## config.mk

```make
export PLATFORM = sky130hd
export DESIGN_NAME = uart_rx_controller
export DESIGN_NICKNAME = d
export VERILOG_FILES = /design/src/rtl/uart_rx_controller.sv
export SDC_FILE = /design/constraint.sdc
export NUM_CORES = 1
export LEC_CHECK = 0
export CORE_MARGIN = 4
export CORE_UTILIZATION = 25
export CTS_BUF_LIST = sky130_fd_sc_hd__clkbuf_4 sky130_fd_sc_hd__clkbuf_8 sky130_fd_sc_hd__clkbuf_16
export DETAILED_ROUTE_END_ITERATION = 7
export SYNTH_ARGS = -nofsm -noshare
export SYNTH_HDL_FRONTEND = slang
export SYNTH_SLANG_ARGS = --single-unit
```

## constraint.sdc

```tcl
create_clock -name clk -period 1.6 [get_ports clk]
set_input_delay 0.32 -clock clk [delete_from_list [all_inputs] [get_ports clk]]
set_output_delay 0.32 -clock clk [all_outputs]
set_load 0.1 [all_outputs]
```

## src/rtl/uart_rx_controller.sv

```systemverilog
// UART receiver for a same-clock-domain serial link: one line bit per clk edge,
// start/data/stop framing with a single-entry holding register and valid/ready handoff.
//
// state  | meaning
// -------+--------------------------------------------------------------
// IDLE   | line idle, waiting for a 0 (start bit)
// DATA   | sampling data bits LSB first, one per edge
// STOP   | sampling the stop bit; 1 = good frame, 0 = framing error
// BREAK  | line held low after a bad stop bit; wait for it to return high
module uart_rx_controller #(
  parameter int DATA_BITS = 8
) (
  input  logic                 clk,
  input  logic                 reset_n,
  input  logic                 rx_in,
  output logic [DATA_BITS-1:0] rx_data,
  output logic                 rx_valid,
  input  logic                 rx_ready,
  output logic                 rx_active,
  output logic                 rx_framing_err,
  output logic                 rx_overrun
);

  typedef enum logic [1:0] {
    S_IDLE  = 2'd0,
    S_DATA  = 2'd1,
    S_STOP  = 2'd2,
    S_BREAK = 2'd3
  } state_t;

  // Counter is 3 bits because DATA_BITS never exceeds 8.
  localparam logic [2:0] LAST_BIT = 3'(DATA_BITS - 1);

  state_t               state_q, state_d;
  logic [2:0]           bit_cnt_q, bit_cnt_d;
  logic [DATA_BITS-1:0] shift_q, shift_d;
  logic [DATA_BITS-1:0] data_q, data_d;
  logic                 valid_q, valid_d;
  logic                 ferr_q, ferr_d;
  logic                 ovr_q, ovr_d;

  always_ff @(posedge clk or negedge reset_n) begin
    if (!reset_n) begin
      state_q   <= S_IDLE;
      bit_cnt_q <= 3'd0;
      shift_q   <= '0;
      data_q    <= '0;
      valid_q   <= 1'b0;
      ferr_q    <= 1'b0;
      ovr_q     <= 1'b0;
    end else begin
      state_q   <= state_d;
      bit_cnt_q <= bit_cnt_d;
      shift_q   <= shift_d;
      data_q    <= data_d;
      valid_q   <= valid_d;
      ferr_q    <= ferr_d;
      ovr_q     <= ovr_d;
    end
  end

  always_comb begin
    state_d   = state_q;
    bit_cnt_d = bit_cnt_q;
    shift_d   = shift_q;
    data_d    = data_q;
    valid_d   = valid_q;
    ferr_d    = 1'b0;
    ovr_d     = 1'b0;

    // A completing frame below may override this consume.
    if (valid_q && rx_ready) begin
      valid_d = 1'b0;
    end

    case (state_q)
      S_IDLE: begin
        if (!rx_in) begin
          state_d   = S_DATA;
          bit_cnt_d = 3'd0;
        end
      end
      S_DATA: begin
        shift_d[bit_cnt_q] = rx_in;
        if (bit_cnt_q == LAST_BIT) begin
          state_d   = S_STOP;
          bit_cnt_d = 3'd0;
        end else begin
          bit_cnt_d = bit_cnt_q + 3'd1;
        end
      end
      S_STOP: begin
        if (rx_in) begin
          state_d = S_IDLE;
          if (!valid_q || rx_ready) begin
            data_d  = shift_q;
            valid_d = 1'b1;
          end else begin
            ovr_d = 1'b1;
          end
        end else begin
          state_d = S_BREAK;
          ferr_d  = 1'b1;
        end
      end
      S_BREAK: begin
        if (rx_in) begin
          state_d = S_IDLE;
        end
      end
      default: state_d = S_IDLE;
    endcase
  end

  assign rx_data        = data_q;
  assign rx_valid       = valid_q;
  assign rx_active      = (state_q == S_DATA) || (state_q == S_STOP);
  assign rx_framing_err = ferr_q;
  assign rx_overrun     = ovr_q;

endmodule

```

Word-level counts from Yosys, hierarchy flattened
Cells that the tools add are included.
{"block": "totals", "reg_bits": 24, "input_bits": 4, "out_inout_bits": 12, "wordCells": 47}
{"block": "op_classes", "n_lt_le_gt_ge": 2, "eq_ne": 7, "muxes": 20, "add_sub_neg": 1, "reduce_logical": 10}
{"op": "$mux W1", "count": 10}
{"op": "$bwmux W8", "count": 1}
{"op": "$mux W2", "count": 4}
{"op": "$pmux W2 S4", "count": 1}
{"op": "$mux W3", "count": 2}
{"op": "$ne A2 B2 Y1 const B", "count": 3}
{"op": "$pmux W3 S2", "count": 1}
{"op": "$reduce_and A3 Y1", "count": 2}
{"op": "$eq A2 B2 Y1 const B", "count": 2}
{"op": "$lt A3 B4 Y1 const B", "count": 1}
{"op": "$add A3 B1 Y3 const B", "count": 1}
{"op": "$demux W1 S3", "count": 1}
{"op": "$eq A3 B3 Y1 const B", "count": 1}
{"op": "$ge A3 B1 Y1 const B", "count": 1}
{"op": "$eq A2 B1 Y1 const B", "count": 1}
{"op": "$logic_and A1 B1 Y1", "count": 2}
{"op": "$logic_not A2 Y1", "count": 1}
{"op": "$logic_or A1 B1 Y1", "count": 2}
{"op": "$reduce_and A2 Y1", "count": 1}
{"op": "$reduce_bool A2 Y1", "count": 1}
{"op": "$logic_not A1 Y1", "count": 1}

Depth between registers and ports, before layout
{"block": "depth", "ltp_word": 5, "ltp_mapped": 6, "ltp_nobuf": 5}

Worst setup path before layout
Ideal clock, no wire load.
{"block": "synth_timing", "kind": "reg-to-reg", "startpoint": "register valid_q (netlist: rx_valid)", "endpoint": "register data_q[0] (netlist: rx_data[0])", "setup_ps": 126, "n_path_buf": 1, "path_stages_with_launch": 5, "period_less_slack_ps": 1711, "t_arrival_ps": 1585, "t_required_ps": 1474, "setup_slack_ps": -111, "path_cell_list": "dfrtp_1 -> nand2b_4 -> nor2b_4 -> buf_12 -> mux2_4"}
{"block": "synth_via", "elab_chain_cells": 3}
{"element": "from (decl)", "line_no": "38", "source": "logic valid_q, valid_d;"}
{"element": "from (signal assigned)", "line_no": "56", "source": "valid_q <= valid_d;"}
{"element": "$logic_not A1 Y1", "line_no": "95", "source": "if (!valid_q || rx_ready) begin"}
{"element": "$logic_or A1 B1 Y1", "line_no": "95"}
{"element": "$reduce_and A3 Y1 (no line)"}
{"element": "to (signal assigned)", "line_no": "55", "source": "data_q <= data_d;"}
{"element": "to (decl)", "line_no": "37", "source": "logic [DATA_BITS-1:0] data_q, data_d;"}
Every way passes these cells.
A chain may end at the register's enable or synchronous reset.

Worst setup path in the final report
{"block": "layout_timing", "startpoint": "register state_q[0]", "endpoint": "output rx_active"}
{"block": "layout_via", "elab_chain_cells": 2, "word_cells_on_any_way": 3, "classes_between": "eq/ne (2); reduce/logical (1)"}
{"element": "from (decl)", "line_no": "34", "source": "state_t state_q, state_d;"}
{"element": "from (signal assigned)", "line_no": "52", "source": "state_q <= state_d;"}
{"element": "$eq A2 B1 Y1 or $eq A2 B2 Y1 (tied branches)", "line_no": "117", "source": "assign rx_active = (state_q == S_DATA) || (state_q == S_STOP);"}
{"element": "$logic_or A1 B1 Y1 (*)", "line_no": "117"}
{"element": "to (decl)", "line_no": "19", "source": "output logic rx_active,"}
Mark *: on every way between the ends. The rest lies on a longest branch, timed or not.

==> metrics <==
cell count after synthesis 90; Req. time, crit path 1.28 ns; htree depth 1; WP data arrival 1.24 ns; grt total ovfl 0; DRC errors left 0; share of layout cells above drive strength 1 44.3%; Initial Util 26.8%; Root Buffer Master clkbuf_8; Synth Cell Area 1200 um2; clk_skew 0.000725 ns; Chip Width 77.4 um; FF-to-FF setup slack 0.11 ns; Final Hold Fails 0; full die area 5990 um2; Max Cap Viol 0; RSZ-0062 raised after global routing yes; CP Capture Type primary output; CTS tree built; Total Nets Final 126; placed instance area 1570 um2; Seq/Total Area, Yosys 49.8%; final setup vio count 0; vias in the first global route 830; Avg Inst Size Synth 13.4 um2; Routed WL 2110 um; die extent in y 77.4 um; synth unique cells 33; initial antenna violation count 0; status finished, final reports clean; first-pass GRT wire length 3740 um; Worst slew margin 77.9%; fill count 429; worst-path fanout max 3; ANT cells 0; All-Layer GR Usage 7.52%; Yosys reg bits 24; Worst setup SP type flop; Core ar. 4500 um2; row cnt 24; actual slew at the worst max-slew pin 0.327 ns; Clock Sinks 24; f_max 0.640 GHz; antenna-violating nets left 0; pin count of the biggest net entering global routing 25; Min Clock Period, post-route 1.56 ns; Area growth, synth to finish 39.0%; hpwl dp 1600 um; met2 usage 12.9%; DR pass1 iterations 3; Setup CP Type reg2out; Hold Path Class in2async; PortBufs 15; period utilisation layout 97.6%; hold buffers post-CTS 0; I/O pins 16; global route hottest layer met2; total vias in the final route 760; Clock Latency Late Sink 0.26 ns; Num CTS Buffers 3; grt met3 use 2.78%; Final Hold Slack 0.408 ns; CTS Buffer Depth 2; wire length per cell 12.6 um; Iter 0 DRT Violations 36; number of warnings issued by yosys 0; Via density 4.55; Mapped Nets 100; Clk pin slew, worst setup/hold paths 0.08 ns; post-route cell area 1680 um2; Final Max Slew Viols 0; Placer Congestion 0.777; met1 GRT Util 8.41%
[what timing repair did]
item	CTS	global route
endpoints found under the setup margin	1	9
buffers inserted	1	0
resized for setup	2	4
[through the flow]
step / util (%) / worst slack, ns / instances / setup TNS, ns
3_5_place_dp: 34.9 / -0.0896 / 162 / -0.397
4_1_cts: 36.8 / 0.00249 / 167 / 0
3_3_place_gp: 34.9 / -0.00837 / 162 / -0.0612
2_1_floorplan: - / 0.125 / 90 / 0
5_1_grt: 37.2 / -0.0157 / 167 / -0.0157
6_report: 37.2 / 0.0386 / 167 / 0
[worst paths after layout]
path                             from         end  depth (start not counted)
setup / recovery           state_q[0]   rx_active                          4
hold / removal                reset_n  rx_data[6]                          2
setup reg to reg           state_q[0]  rx_data[4]                          6
hold reg to reg            shift_q[2]  shift_q[2]                          1
min in group clk           shift_q[2]  shift_q[2]                          1
max in group asynchronous     reset_n    rx_valid                          2
[placed cells by master (no fill, tap or decap), drive strengths merged, types with 2 or more instances in the layout]
cell type      instances
a32o                   3
and2b                  2
buf                   23
clkbuf                 3
clkdlybuf4s50          3
dfrtp                 24
ha                     6
inv                    3
mux2                  12
nand2                  7
nand2b                 3
nand4b                 2
nor2                   3
nor3b                  2
o21ai                  6
[layout make-up]
class	instances	area [um2]	area share (%)
inverters	3	11.3	0.672
multi-input cells	58	557	33.2
clock inverters	1	30.0	1.79
flip-flops and latches	24	602	35.9
repair buffers	26	369	22.0
well taps	52	65.1	3.88
clock buffers	3	41.3	2.46
[cell families after synthesis]
kind of cell / Yosys count / share of synthesized area (%)
AO/OA/AOI/OAI: 15 / 8.72
adder cells (fa/ha/maj): 6 / 6.23
buffers and inverters: 8 / 6.02
flip-flops: 24 / 49.8
multiplexers: 12 / 13.7
AND/OR/NAND/NOR: 25 / 15.5
[flip-flops by register name, indices dropped and copies added (netlist names)]
register,count
rx_data,8
shift_q,8
rx_valid,1
rx_overrun,1
bit_cnt_q,3
rx_framing_err,1
state_q,2
[synthesized netlist by cell type, drive strengths merged]
library cell / count / area [um2]
inv: 3 / 11.3
a32o: 3 / 30.0
nor2b: 1 / 13.8
nor3: 1 / 10.0
a21oi: 1 / 5.00
nor4: 1 / 6.26
dfrtp: 24 / 601
mux2: 12 / 165
and2b: 2 / 16.3
o21bai: 1 / 7.51
nand4: 1 / 6.26
or2b: 1 / 7.51
a31oi: 1 / 6.26
nand3: 1 / 5.00
a221oi: 1 / 8.76
a41o: 1 / 10.0
nor3b: 2 / 25.0
nand2b: 3 / 33.8
buf: 5 / 61.3
o21ai: 6 / 30.0
ha: 6 / 75.1
nand4b: 2 / 17.5
nand2: 7 / 33.8
o31ai: 1 / 7.51
nor2: 3 / 11.3
[routing by layer]
layer | share of wire (%) | wire length (um) | up-vias
met5 | 0 | 0 | -
met4 | 1.3 | 27 | 0
met3 | 6.7 | 142 | 3
met2 | 49 | 1020 | 19
met1 | 43 | 911 | 369
li1 | - | - | 369
[critical path, stage by stage, from the launching register on]
cell and delay, ns:
dfrtp_1 0.38, inv_2 0.05, buf_6 0.12, ha_4 0.26, buf_12 0.16
Power is not shown: default switching activity piles up to over one toggle a cycle in this logic, so the estimate is an artifact.
